**config.mk**
```make
export PLATFORM = sky130hd
export DESIGN_NAME = branch_resolve
export DESIGN_NICKNAME = d
export VERILOG_FILES = /design/src/rtl/branch_pkg.sv /design/src/rtl/branch_cond_eval.sv /design/src/rtl/branch_resolve.sv
export SDC_FILE = /design/constraint.sdc
export NUM_CORES = 1
export LEC_CHECK = 0
export CAP_MARGIN = 15
export CORE_UTILIZATION = 45
export DETAILED_ROUTE_END_ITERATION = 10
export PLACE_DENSITY = 0.92
export SLEW_MARGIN = 20
export SYNTH_ARGS = -nofsm -noshare
export SYNTH_HDL_FRONTEND = slang
export SYNTH_SLANG_ARGS = --single-unit
```
**constraint.sdc**
```tcl
create_clock -name clk -period 5.5 [get_ports clk]
set_input_delay 1.1 -clock clk [delete_from_list [all_inputs] [get_ports clk]]
set_output_delay 1.1 -clock clk [all_outputs]
set_load 0.05 [all_outputs]
```
**src/rtl/branch_pkg.sv**
```systemverilog
// Shared definitions for the decode-stage branch resolution unit.
package branch_pkg;

    // Branch opcodes in inst[15:12]
    localparam logic [3:0] OP_B  = 4'hC;
    localparam logic [3:0] OP_BR = 4'hD;

    // Condition codes in inst[11:9]
    typedef enum logic [2:0] {
        CC_NE     = 3'b000,
        CC_EQ     = 3'b001,
        CC_GT     = 3'b010,
        CC_LT     = 3'b011,
        CC_GTE    = 3'b100,
        CC_LTE    = 3'b101,
        CC_OV     = 3'b110,
        CC_UNCOND = 3'b111
    } cond_e;

    // Resolution FSM: IDLE resolves immediately, WAIT holds the front end
    typedef enum logic {
        IDLE = 1'b0,
        WAIT = 1'b1
    } br_state_e;

    // PC-relative offset: signed 9-bit halfword displacement scaled to bytes
    function automatic logic [15:0] b_offset(input logic [8:0] imm9);
        return {{6{imm9[8]}}, imm9, 1'b0};
    endfunction

endpackage

```
**src/rtl/branch_cond_eval.sv**
```systemverilog
// Combinational branch condition evaluation against flags {Z,V,N}.
module branch_cond_eval
    import branch_pkg::*;
(
    input  cond_e      ccc,
    input  logic [2:0] flags,
    output logic       taken
);

    logic z, v, n;
    assign z = flags[2];
    assign v = flags[1];
    assign n = flags[0];

    // Map condition code to the flag predicate
    always_comb begin
        taken = 1'b0;
        case (ccc)
            CC_NE:     taken = ~z;
            CC_EQ:     taken = z;
            CC_GT:     taken = ~z & ~n;
            CC_LT:     taken = n;
            CC_GTE:    taken = z | (~z & ~n);
            CC_LTE:    taken = n | z;
            CC_OV:     taken = v;
            CC_UNCOND: taken = 1'b1;
            default:   taken = 1'b0;
        endcase
    end

endmodule

```
**src/rtl/branch_resolve.sv**
```systemverilog
// Decode-stage branch resolution: evaluates B/BR against flags, computes the
// real target, drives predictor update strobes and stalls on flag/register
// hazards.
module branch_resolve
    import branch_pkg::*;
#(
    parameter int FLAG_WAIT = 1,
    parameter int CNT_W     = 16
) (
    input  logic             clk,
    input  logic             rst,
    input  logic             IF_ID_valid,
    input  logic [15:0]      IF_ID_inst,
    input  logic [15:0]      IF_ID_PC_next,
    input  logic [1:0]       IF_ID_prediction,
    input  logic [15:0]      IF_ID_predicted_target,
    input  logic             ID_EX_sets_flags,
    input  logic [2:0]       flags,
    input  logic [15:0]      BR_reg_data,
    input  logic             BR_reg_hazard,
    output logic             is_branch,
    output logic             branch_stall,
    output logic             actual_taken,
    output logic [15:0]      actual_target,
    output logic             wen_BTB,
    output logic             wen_BHT,
    output logic             update_PC,
    output logic [CNT_W-1:0] branch_count,
    output logic [CNT_W-1:0] mispredict_count
);

    localparam int WCW = $clog2(FLAG_WAIT + 1);

    br_state_e        state_q, state_d;
    logic [WCW-1:0]   wait_cnt_q, wait_cnt_d;
    logic [CNT_W-1:0] bcnt_q, bcnt_d;
    logic [CNT_W-1:0] mcnt_q, mcnt_d;

    logic [3:0]  opcode;
    cond_e       ccc;
    logic        is_br_reg;
    logic        hazard;
    logic [15:0] branch_target;
    logic        cond_taken;
    logic        stall, res, res_g;
    logic        mispredicted, miscomputed;

    assign opcode    = IF_ID_inst[15:12];
    assign ccc       = cond_e'(IF_ID_inst[11:9]);
    assign is_br_reg = (opcode == OP_BR);
    assign is_branch = IF_ID_valid & ((opcode == OP_B) | is_br_reg);

    assign branch_target = is_br_reg ? BR_reg_data
                                     : IF_ID_PC_next + b_offset(IF_ID_inst[8:0]);

    // Unconditional branches never depend on flags still in flight
    assign hazard = is_branch & (((ccc != CC_UNCOND) & ID_EX_sets_flags) |
                                 (is_br_reg & BR_reg_hazard));

    branch_cond_eval u_cond (
        .ccc   (ccc),
        .flags (flags),
        .taken (cond_taken)
    );

    // Resolution FSM next state; EX holds a bubble during WAIT so flag
    // writes from EX are not rechecked there
    always_comb begin
        state_d    = state_q;
        wait_cnt_d = wait_cnt_q;
        stall      = 1'b0;
        res        = 1'b0;
        case (state_q)
            IDLE: begin
                if (hazard) begin
                    stall      = 1'b1;
                    state_d    = WAIT;
                    wait_cnt_d = WCW'(FLAG_WAIT - 1);
                end else if (is_branch) begin
                    res = 1'b1;
                end
            end
            WAIT: begin
                if ((wait_cnt_q != '0) || (is_br_reg && BR_reg_hazard)) begin
                    stall = 1'b1;
                    if (wait_cnt_q != '0) wait_cnt_d = wait_cnt_q - 1'b1;
                end else if (is_branch) begin
                    res     = 1'b1;
                    state_d = IDLE;
                end
            end
            default: state_d = IDLE;
        endcase
    end

    // Reset forces the stall and strobes low at once, even mid-WAIT
    assign res_g        = res & ~rst;
    assign branch_stall = stall & ~rst;

    assign mispredicted = IF_ID_prediction[1] != cond_taken;
    assign miscomputed  = IF_ID_predicted_target != branch_target;

    // Resolve-cycle outputs; all quiet outside a resolve cycle
    always_comb begin
        actual_taken  = 1'b0;
        actual_target = 16'h0000;
        wen_BHT       = 1'b0;
        wen_BTB       = 1'b0;
        update_PC     = 1'b0;
        if (res_g) begin
            actual_taken  = cond_taken;
            actual_target = cond_taken ? branch_target : IF_ID_PC_next;
            wen_BHT       = mispredicted;
            wen_BTB       = cond_taken & miscomputed;
            update_PC     = mispredicted | (cond_taken & miscomputed);
        end
    end

    // Saturating performance counters
    always_comb begin
        bcnt_d = bcnt_q;
        mcnt_d = mcnt_q;
        if (res_g && (bcnt_q != '1))     bcnt_d = bcnt_q + 1'b1;
        if (update_PC && (mcnt_q != '1)) mcnt_d = mcnt_q + 1'b1;
    end

    // State, wait counter and performance counter registers
    always_ff @(posedge clk or posedge rst) begin
        if (rst) begin
            state_q    <= IDLE;
            wait_cnt_q <= '0;
            bcnt_q     <= '0;
            mcnt_q     <= '0;
        end else begin
            state_q    <= state_d;
            wait_cnt_q <= wait_cnt_d;
            bcnt_q     <= bcnt_d;
            mcnt_q     <= mcnt_d;
        end
    end

    assign branch_count     = bcnt_q;
    assign mispredict_count = mcnt_q;

endmodule

```
Yosys cells after proc, flatten, opt, wreduce, memory -nomap -nowiden. Index checks and enable logic that the tools add are counted.

Output and inout port bits: 54. Memory bits (writable): 0. Logic and storage cells: 69. Input bits: 74. Memories kept: 0. Latch bits: 0. Register bits after elaboration: 34. Memory bits (read-only): 0.

Multipliers: 0. Add/sub/neg operators: 4. Div/mod/pow operators: 0. Muxes and demuxes: 22. Bitwise logic cells: 17. Shifts and indexed selects: 0. Magnitude comparators: 0. Equality and inequality tests: 16. Reductions and logical operators: 6.

Operators by type and width (number): $mux 16 (3); $add 16x1->16 const B (2); $ne 16x16->1 const B (2); $add 16x16->16 (1); $ne 16x16->1 (1); $mux 1 (14); $eq 3x3->1 const B (4); $and 1x1->1 (8); $eq 4x4->1 const B (2); $pmux 1 s2 (4); $pmux 1 s8 (1); $eq 3x2->1 const B (2); $or 1x1->1 (5); $not 1->1 (4); $eq 3x1->1 const B (1); $logic_and 1x1->1 (3); $logic_not 3->1 (1); $ne 3x3->1 const B (1); $ne 2x1->1 const B (1); $ne 2x2->1 const B (1); $reduce_and 2->1 (1); $logic_or 1x1->1 (1); $ne 1x1->1 (1); $sub 1x1->1 const B (1).

Logic depth before layout (Yosys ltp).
Depth in word-level cells: 9. Depth in mapped cells: 12. Gate-level depth less buffers: 11.

Cells and area by module. A second synthesis with hierarchy kept.

Cell total of the unflattened synthesis: 361. Area total of the unflattened synthesis: 3104.2 sq um.

By module, submodules not included: branch_resolve (area each 3027.9 sq um, cells each 350, times used 1, sequential area each 825.8 sq um); branch_cond_eval (area each 76.3 sq um, cells each 11, times used 1, sequential area each 0.0 sq um).

Worst setup path after synthesis. Ideal clock, no wire load.

Path kind: input-to-output. Start: input port IF_ID_inst[0]. End: output port update_PC. Stages on the path: 12. Arrival time: 3.942 ns. Required time: 4.400 ns. Buffers on the path: 1. Path slack: 0.458 ns. Cells stage by stage: ha_1 -> fa_1 -> a211oi_2 -> o21ai_2 -> xnor2_1 -> o21ai_0 -> xnor2_1 -> nand4_2 -> nor4_4 -> buf_6 -> and4bb_2 -> o21ai_1.

Cells in the longest elaborated chain, start to end: 6.

RTL lines: from (decl) (RTL line branch_resolve.sv:13) `input logic [15:0] IF_ID_inst,`; $add 16x16->16 (RTL line branch_resolve.sv:54) `: IF_ID_PC_next + b_offset(IF_ID_inst[8:0]);`; $mux 16 (RTL line branch_resolve.sv:53) `assign branch_target = is_br_reg ? BR_reg_data`; $ne 16x16->1 (RTL line branch_resolve.sv:101) `assign miscomputed = IF_ID_predicted_target != branch_target;`; $and 1x1->1 (RTL line branch_resolve.sv:115) `update_PC = mispredicted | (cond_taken & miscomputed);`; $or 1x1->1 (RTL line branch_resolve.sv:115); $mux 1 (RTL line branch_resolve.sv:110) `if (res_g) begin`; to (decl) (RTL line branch_resolve.sv:27) `output logic update_PC,`.

No other way between the ends.

Worst setup path in the final report.
Start: input port IF_ID_PC_next[1]. End: output port update_PC.

Cells in the longest elaborated chain, start to end: 6.

RTL lines: from (decl) (RTL line branch_resolve.sv:14) `input logic [15:0] IF_ID_PC_next,`; $add 16x16->16 (RTL line branch_resolve.sv:54); $mux 16 (RTL line branch_resolve.sv:53); $ne 16x16->1 (RTL line branch_resolve.sv:101); $and 1x1->1 (RTL line branch_resolve.sv:115); $or 1x1->1 (RTL line branch_resolve.sv:115); $mux 1 (RTL line branch_resolve.sv:110).

No other way between the ends.

==> metrics <==
Layout Utilization=0.678; YS warnings=0; Synth area leader=dfrtp_1; Core ar.=between 0.007 and 0.008 mm2; number of distinct library cells after synthesis=between 60 and 70; Diodes inserted=0; maximum fanout along the worst path=6; mux contribution to synthesized area=0.0420; DIE AREA=0.00776 mm2; Final Power=0.885 mW; Max Fclk=approximately 0.19 GHz; GRT Max-Usage Layer=met2; clock skew=~8.2 ps; width of the die=between 80 and 90 um; routing usage on met1=0.308; DR vias=about 3600; Leak=about 2.1 nW; first drt pass iteration count=4; num ports=roughly 130; largest family of logic cells by synthesized area=simple AND/OR/NAND/NOR gates; PwrDens=between 150 and 200 mW/mm2; CP Launch Type=primary input; # DRC=0; final hold vios=0; Final Setup Violations=0; Detailed Route WL=10000 um; CTS root buffer=clkbuf_8; EDFF count, synth=0; Max Cap Violations=0; worst setup margin=~130 ps; Worst Tran Pin Value=~760 ps; maximum vdd drop=0.135 mV; wire length per cell=between 15 and 20 um; Worst slew margin=0.495; TritonCTS clock tree=yes; CTS buffer count=5; Clock Path Buffers=2; fraction of registers with async set/reset=1.00; initial antenna violation count=0; Max stage delay on crit path=430 ps; nets=about 630; period utilization=0.977; met3 Track Usage GR=0.0490; Sink Count=33; Mapped Cells=around 410; largest net degree at the start of global routing=35; H-tree Lvls=2; Detail Route Antenna Nets=0; row cnt=31; Area growth, synth to finish=46.8%; top cell type's share of synthesized area=0.248; ys flop type=dfrtp_1; Synth Area in XOR/XNOR=0.139; first-pass GRT wire length=around 16000 um; gr ovfl total=0; Critical Path RT=roughly 4400 ps; register bit total from synthesis=33; met2 Use GR=0.459; clk_lat worst skew=~290 ps; min cycle time layout=5370 ps; CTS Hold Bufs=0; kind of critical path=primary input to output pin; fillers=around 570; global-route usage over all layers=0.256; Final Slew Violations=0; Final GP Congestion=just over 0.9; post-synthesis simple-gate area fraction=0.265; via-per-instance ratio=around 5.6; Worst Setup End Kind=output pin; post-synthesis sequential area ratio=0.248; Iter 0 DRT Violations=177; die height=88.1 um; outcome=completed; Compound-Gate Fraction of Synth Area=0.200; effective utilization at floorplan=0.462; min-delay worst type=register to register; syn avg cell area=between 8 and 9 um2; Synth Cell Area=approximately 0.0033 mm2; Mapped Nets=502; clk slew on worst S/H paths=about 70 ps; Critical-path top delay cell=clkdlybuf4s50_1; DP HPWL=7940 um; Worst Path Arrival=4270 ps; I/O Buffers=126; critical path, cell by cell=clkdlybuf4s50_1 > ha_1 > fa_2 > a211oi_4 > o21ai_4 > a221oi_2 > nor3_1 > o31a_1 > xnor2_2 > nand2_1 > and4bb_2 > o21ai_1 > buf_4; share of layout cells above drive strength 1=0.112; leading post-synthesis cells by cell area=dfrtp_1 25%, xnor2_1 7.9%, xor2_1 6.0%, ha_1 6.0%, nand2_1 6.0%; number of global-route vias before repair=around 3400; Post-Synth Adder-Cell Area=0.0660; pre-CTS WS=5.41 ps
flip-flops by register name (all words and copies together), names as in the netlist:
signal / count
branch_count: 16
mispredict_count: 16
state_q: 1
logic make-up after synthesis:
| family | after synthesis |
|---|---|
| mux | 13 |
| xor+xnor | 53 |
| buf+inv | 29 |
| fa+ha+maj | 17 |
| compound gates | 91 |
| simple gates | 175 |
| flops | 33 |
power breakdown:
| part | total [mW] | internal [mW] | leakage, nW | switching [mW] |
|---|---|---|---|---|
| Clock | 0.179 | 0.0876 | 0.0450 | 0.0909 |
| Combinational | 0.427 | 0.188 | 1.63 | 0.239 |
| Sequential | 0.280 | 0.260 | 0.437 | 0.0194 |
critical path: cells and delay by family:
family	cells	cell delay, ps
AOI/OAI and AO/OA	5	1340
xor gates and xnor gates	1	160
adders and majority gates	2	640
buffers and inverters	2	650
and+or+nand+nor	3	380
synth_stat cells (3+ instances only):
| library cell | number |
|---|---|
| a21oi_2 | 4 |
| clkbuf_1 | 5 |
| buf_1 | 3 |
| and2_1 | 5 |
| nor3_1 | 8 |
| dfrtp_1 | 33 |
| o21ai_0 | 15 |
| or3_1 | 4 |
| ha_1 | 16 |
| inv_1 | 13 |
| xor2_1 | 23 |
| nand4_1 | 7 |
| xnor2_1 | 30 |
| buf_2 | 4 |
| nand2_1 | 53 |
| nor2b_1 | 4 |
| a311oi_1 | 6 |
| mux2i_1 | 8 |
| and3_1 | 8 |
| nand2b_1 | 3 |
| o211ai_1 | 3 |
| a21oi_1 | 23 |
| a211oi_1 | 5 |
| o21a_1 | 3 |
| and4_1 | 3 |
| a221oi_1 | 3 |
| nand3_1 | 22 |
| nor2_1 | 47 |
| a2111oi_0 | 5 |
| o21ai_1 | 4 |
metrics by stage:
| step | std cells | hold WS [ps] | setup TNS [ps] | cell area, um2 |
|---|---|---|---|---|
| global route | 637 | 514 | -10.9 | 4890 |
| detailed placement | 628 | 484 | 0 | 4770 |
| CTS | 636 | 500 | 0 | 4850 |
| floorplan | 411 | 477 | 0 | 3330 |
| global placement | 628 | 475 | 0 | 4770 |
| finish | 637 | 497 | 0 | 4890 |
metal layers:
layer	up-vias	routed length, um
met5	-	0
met4	0	246
met3	22	669
met2	135	4920
met1	1688	4200
li1	1739	-
path summary, 6_finish.rpt:
path / start / to / slack, ps / cells past startpoint
worst max-delay path: IF_ID_PC_next[1] / update_PC / 130 / 13
worst min-delay path: mispredict_count[10] / mispredict_count[10] / 500 / 1
worst max register to register: state_q / mispredict_count[1] / 2800 / 9
worst min register to register: mispredict_count[10] / mispredict_count[10] / 500 / 1
max in group asynchronous: rst / mispredict_count[5] / 3910 / 3
min in group asynchronous: rst / branch_count[11] / 1270 / 3
what timing repair did:
action                     4_1_cts  5_1_grt
pin swaps                        1        3
resized for setup                0        8
setup endpoints to repair        2        2
buffers inserted                 0        1
layout by cell type (no fill, tap or decap), types with 3 or more instances in the layout:
cell             count
a21oi_1             23
dfrtp_1             33
a21oi_2              4
buf_4               19
buf_12              10
o21a_1               3
nor2_1              47
or3_1                4
o21ai_0             13
o211ai_1             3
and4_1               3
a2111oi_0            5
a311oi_1             5
nand4_1              7
ha_1                16
mux2i_1              8
nor2b_1              4
xnor2_1             29
clkdlybuf4s50_1    106
clkbuf_8             5
nand3_1             22
inv_1               13
nand2b_1             3
and2_1               5
a211oi_1             5
o21ai_1              6
nand2_1             53
xor2_1              23
and3_1               8
nor3_1               8
layout make-up:
| cell class | instances | area (um2) | share of cell area |
|---|---|---|---|
| multi-input combinational | 349 | 2410 | 0.492 |
| timing repair buffer | 135 | 1400 | 0.287 |
| sequential | 33 | 826 | 0.169 |
| tap | 99 | 124 | 0.0253 |
| clock buffer | 6 | 72.6 | 0.0148 |
| inverter | 13 | 48.8 | 0.00997 |
| clock inverter | 2 | 10.0 | 0.00204 |
(Power assumes the default switching activity.)
